==> src/rtl/if_fetch_ctrl.sv <==
// ---------------------------------------------------------------------------
// if_fetch_ctrl : single-outstanding IF-stage fetch sequencer with redirects
// Rev 1.0
// ---------------------------------------------------------------------------
`default_nettype none

module if_fetch_ctrl #(
    parameter int DATA_WIDTH = 32
) (
    input  logic                  clk_i,
    input  logic                  rst_ni,
    input  logic [DATA_WIDTH-1:0] pc_i,
    output logic [DATA_WIDTH-1:0] nxt_pc_o,
    input  logic                  trap_i,
    input  logic [DATA_WIDTH-1:0] trap_vec_i,
    input  logic                  br_taken_i,
    input  logic [DATA_WIDTH-1:0] br_target_i,
    output logic                  imem_req_o,
    output logic [DATA_WIDTH-1:0] imem_addr_o,
    input  logic                  imem_gnt_i,
    input  logic                  imem_rvalid_i,
    input  logic [DATA_WIDTH-1:0] imem_rdata_i,
    input  logic                  stall_i,
    output logic                  if_valid_o,
    output logic [DATA_WIDTH-1:0] if_pc_o,
    output logic [DATA_WIDTH-1:0] if_instr_o
);

    typedef enum logic [1:0] {
        S_IDLE = 2'd0,
        S_REQ  = 2'd1,
        S_WAIT = 2'd2,
        S_OUT  = 2'd3
    } state_t;

    state_t                r_state;
    logic                  r_kill;
    logic [DATA_WIDTH-1:0] r_fetch_pc;
    logic                  r_if_valid;
    logic [DATA_WIDTH-1:0] r_if_pc;
    logic [DATA_WIDTH-1:0] r_if_instr;

    logic                  w_redir;
    logic                  w_grant;
    logic [DATA_WIDTH-1:0] w_target;

    assign w_redir = trap_i | br_taken_i;
    assign w_grant = (r_state == S_REQ) & imem_gnt_i;

    always_comb begin
        w_target       = trap_i ? trap_vec_i : br_target_i;
        w_target[1:0]  = 2'b00;
    end

    always_comb begin
        if (w_redir) begin
            nxt_pc_o = w_target;
        end else if (w_grant) begin
            nxt_pc_o = pc_i + DATA_WIDTH'(4);
        end else begin
            nxt_pc_o = pc_i;
        end
    end

    assign imem_addr_o = pc_i;
    assign imem_req_o  = (r_state == S_REQ);
    assign if_valid_o  = r_if_valid;
    assign if_pc_o     = r_if_pc;
    assign if_instr_o  = r_if_instr;

    always_ff @(posedge clk_i or negedge rst_ni) begin
        if (!rst_ni) begin
            r_state    <= S_IDLE;
            r_kill     <= 1'b0;
            r_fetch_pc <= '0;
            r_if_valid <= 1'b0;
            r_if_pc    <= '0;
            r_if_instr <= '0;
        end else begin
            case (r_state)
                S_IDLE: begin
                    r_state <= S_REQ;
                end
                S_REQ: begin
                    // Without a grant the address may still move on a redirect
                    if (imem_gnt_i) begin
                        r_kill  <= w_redir;
                        r_state <= S_WAIT;
                        if (!w_redir) begin
                            r_fetch_pc <= pc_i;
                        end
                    end
                end
                S_WAIT: begin
                    if (imem_rvalid_i) begin
                        r_kill <= 1'b0;
                        if (r_kill || w_redir) begin
                            r_state <= S_REQ;
                        end else begin
                            r_if_instr <= imem_rdata_i;
                            r_if_pc    <= r_fetch_pc;
                            r_if_valid <= 1'b1;
                            r_state    <= S_OUT;
                        end
                    end else if (w_redir) begin
                        r_kill <= 1'b1;
                    end
                end
                S_OUT: begin
                    // A redirect drops the presented instruction even under stall
                    if (w_redir || !stall_i) begin
                        r_if_valid <= 1'b0;
                        r_state    <= S_REQ;
                    end
                end
                default: begin
                    r_state <= S_IDLE;
                end
            endcase
        end
    end

endmodule

`default_nettype wire

==> config.mk <==
export PLATFORM = sky130hd
export DESIGN_NAME = if_fetch_ctrl
export DESIGN_NICKNAME = d
export VERILOG_FILES = /design/src/rtl/if_fetch_ctrl.sv
export SDC_FILE = /design/constraint.sdc
export NUM_CORES = 1
export LEC_CHECK = 0
export BUFFER_PORTS_ARGS = -buffer_cell sky130_fd_sc_hd__buf_2
export CAP_MARGIN = 10
export CORE_MARGIN = 2
export CORE_UTILIZATION = 46
export CTS_CLUSTER_DIAMETER = 60
export DETAILED_ROUTE_END_ITERATION = 6
export GPL_ROUTABILITY_DRIVEN = 0
export MAX_ROUTING_LAYER = met4
export PLACE_DENSITY = 0.83
export SLEW_MARGIN = 25
export SYNTH_ARGS = -nofsm -noshare
export SYNTH_HDL_FRONTEND = slang
export SYNTH_SLANG_ARGS = --single-unit
==> constraint.sdc <==
create_clock -name clk_i -period 2.75 [get_ports clk_i]
set_input_delay 0.55 -clock clk_i [delete_from_list [all_inputs] [get_ports clk_i]]
set_output_delay 0.55 -clock clk_i [all_outputs]
set_load 0.02 [all_outputs]
==> results.sh <==
export IMPL_ys_ff_latch=100
export IMPL_area_growth_pct=38.82
export IMPL_synth_edff_count=0
export IMPL_port_buffer_count=260
export IMPL_reg2regPathDepth=9
export IMPL_final_cell_mix="buf_2, dfrtp_1, mux2_1"
export IMPL_avgRoutedWirePerCell_um=18.23
export IMPL_fin_skew_ns=0.004289
export IMPL_ys_types=45
export IMPL_violations="setup timing"
export IMPL_crit_end="nxt_pc_o[19]"
export IMPL_fin_setup_tns_ns=-0.8296
export IMPL_crit_required_ns=2.20
export IMPL_final_nets=865
export IMPL_numCtsBuffers=9
export IMPL_placed_cells=849
export IMPL_end_kind="output pin"
export IMPL_grt_max_degree=65
export IMPL_grt_overflow=0
export IMPL_grt_pass1_vias=4922
export IMPL_min_period_over_period_pct=104.1
export IMPL_die_h_um=111.2
export IMPL_worstPathArrival_ns=2.31
export IMPL_start_util_pct=46.66
export IMPL_track_usage_pct=26.53
export IMPL_core_mm2=0.01132
export IMPL_finalSetupViolCount=16
export IMPL_dp_final_hpwl_mm=12.13
export IMPL_crit_chain="inv_2, ha_4, nand4_1, buf_4, nor4_4, buf_6, nand4_1, xor2_1, a21oi_1, buf_4"
export IMPL_vias=4734
export IMPL_avgSynthCellArea_um2=11.26
export IMPL_crit_fanout=6
export IMPL_drt_iter0_drc=247
export IMPL_hold_class="primary input to async pin"
export IMPL_cts_tree="yes"
export IMPL_rows=39
export IMPL_path_class="flip-flop to output pin"
export IMPL_crit_path_start="r_state[1]$_DFFE_PN0P_"
export IMPL_synthFlopType="dfrtp_1"
export IMPL_syn_area_mm2=0.005283
export IMPL_worst_skew_pair_late_latency_ns=0.35
export IMPL_ir_worst_vdd_uv=526.7
export IMPL_cts_clk_slew_worst_paths_ns=0.07
export IMPL_startpoint_type="flip-flop"
export IMPL_hold_ws_ns=0.2221
export IMPL_worstMarginPinSlew_ns=0.6563
export IMPL_wl_mm=15.97
export IMPL_final_cells=876
export IMPL_finish_instance_area_mm2=0.007333
export IMPL_grt_pass1_wl_mm=24.91
export IMPL_cts_htree_levels=3
export IMPL_path_delay_family="buffers and inverters"
export IMPL_slowest_delay_ns=0.39
export IMPL_fp_dieArea_mm2=0.01236
export IMPL_reg2reg_to="r_fetch_pc[7]$_DFFE_PN0P_"
export IMPL_outcome="finished with violations"
export IMPL_placedInstanceArea_mm2=0.006720
export IMPL_max_freq_mhz=349.4
export IMPL_crit_path_top_delay_cell="dfrtp_1"
export IMPL_ys_warn_count=0
export IMPL_async_flop_share_pct=100.0
export IMPL_critPathBufInv=4
export IMPL_syn_num_nets=608
export IMPL_synth_seq_area_share_pct=47.37
export IMPL_fin_crit_ns=2.862
export IMPL_dr_pass1_iters=4
export IMPL_nFillCells=886
export IMPL_clockRootBuffer="clkbuf_16"
export IMPL_ios=265
export IMPL_worst_slack_ns=-0.1123
export IMPL_hold_viol=0
export IMPL_antenna_left=0
export IMPL_rsz0062_at_grt="yes"
export IMPL_slew_limit_headroom_pct=56.25
export IMPL_ff2ff_setup_slack_ns=0.80
export IMPL_pre_cts_ws_ns=0.02744
export IMPL_clock_sinks=100
export IMPL_die_w_um=111.2
export IMPL_cap_violations=0
export IMPL_cp_num_cells=10
export IMPL_drc_errors=0
export IMPL_drive_gt1_share_pct=53.63
export IMPL_viasPerCell=5.404
export IMPL_cts_buffer_depth=2
export IMPL_final_max_slew_viol_count=0
export IMPL_synth_area_leaders="dfrtp_1, mux2_1, mux2_2"
export IMPL_synth_top_area_cell="dfrtp_1"
export IMPL_leakage_nw=3.864
export IMPL_final_common_cell="buf_2"
export IMPL_p_per_area_mw_per_mm2=761.0
export IMPL_synth_cells=469
export IMPL_antenna_found_initial=2
export IMPL_synth_top_area_share_pct=47.37
export IMPL_r2r_start="r_state[1]$_DFFE_PN0P_"
[state kept, by name (all words and copies together) (netlist names)]
signal	cells
if_instr_o	32
r_kill	1
if_valid_o	1
if_pc_o	32
r_fetch_pc	32
r_state	2
[logic make-up after synthesis]
family	count (synthesis)	share of synthesized area, %
and+or+nand+nor	109	11.39
muxes	101	21.41
DFF	100	47.37
AOI/OAI and AO/OA	71	8.148
buffers and inverters	60	6.750
xor gates and xnor gates	24	3.979
adders and majority gates	4	0.9475
[cell usage after synthesis (all sizes together), types with 2 or more instances]
master	n
dfrtp	100
mux2	96
buf	42
nand2	28
a21oi	25
nor2	18
xor2	17
nor2b	15
o21ai	14
clkbuf	13
a211oi	12
nand3	12
nand4	12
nor3	8
xnor2	7
o22ai	6
mux2i	5
a31oi	4
ha	4
inv	4
nor4	4
and4	3
nand2b	3
a221o	2
a22oi	2
and2	2
o31ai	2
or2	2
[layout make-up]
cell class | count | area, um^2 | area share [%]
Inverter | 5 | 18.77 | 0.2559
Clock inverter | 6 | 71.32 | 0.9725
Sequential cell | 100 | 2504 | 34.14
Tap cell | 143 | 178.9 | 2.440
Timing Repair Buffer | 301 | 1713 | 23.36
Clock buffer | 10 | 229.0 | 3.122
Antenna cell | 2 | 5.005 | 0.06825
Multi-Input combinational cell | 309 | 2614 | 35.64
[how the worst min path moves through the flow]
stage | startpoint | to | slack [ns] | depth (start not counted)
CTS | rst_ni | if_instr_o[17]$_DFFE_PN0P_ | 0.24 | 1
finish | rst_ni | if_instr_o[19]$_DFFE_PN0P_ | 0.22 | 1
floorplan | rst_ni | if_instr_o[0]$_DFFE_PN0P_ | 0.25 | 0
global placement | r_fetch_pc[23]$_DFFE_PN0P_ | if_pc_o[23]$_DFFE_PN0P_ | 0.46 | 1
detailed placement | r_fetch_pc[30]$_DFFE_PN0P_ | if_pc_o[30]$_DFFE_PN0P_ | 0.47 | 1
global route | rst_ni | if_instr_o[17]$_DFFE_PN0P_ | 0.28 | 1
[through the flow]
stage	utilization (%)	power, mW
finish	64.78	5.581
global route	64.78	5.865
CTS	63.77	5.581
detailed placement	59.36	4.202
global placement	59.36	4.087
floorplan	-	3.439
[metal layers]
layer  global-route usage, %  share of wire [%]  vias to the layer above
met2                   47.15                 52                      229
met4                   11.19                3.1                        0
li1                        -                  -                     2168
met1                   29.03                 37                     2303
met3                   5.139                7.5                       34
met5                       -                  0                        -
[repair_timing]
action | in CTS | in global routing
pin swaps | 22 | 9
buffers inserted | 7 | 2
hold buffers | 0 | 0
endpoints found under the setup margin | 25 | 26
resized for setup | 39 | 22
hold endpoints to repair | 0 | 0
[report_power, final]
part | switching, mW | total [mW] | internal [mW]
registers | 0.277 | 2.29 | 2.02
clock network | 0.569 | 1.28 | 0.715
logic | 1.11 | 2.00 | 0.892
No activity file was read; power rests on OpenSTA's default activity.
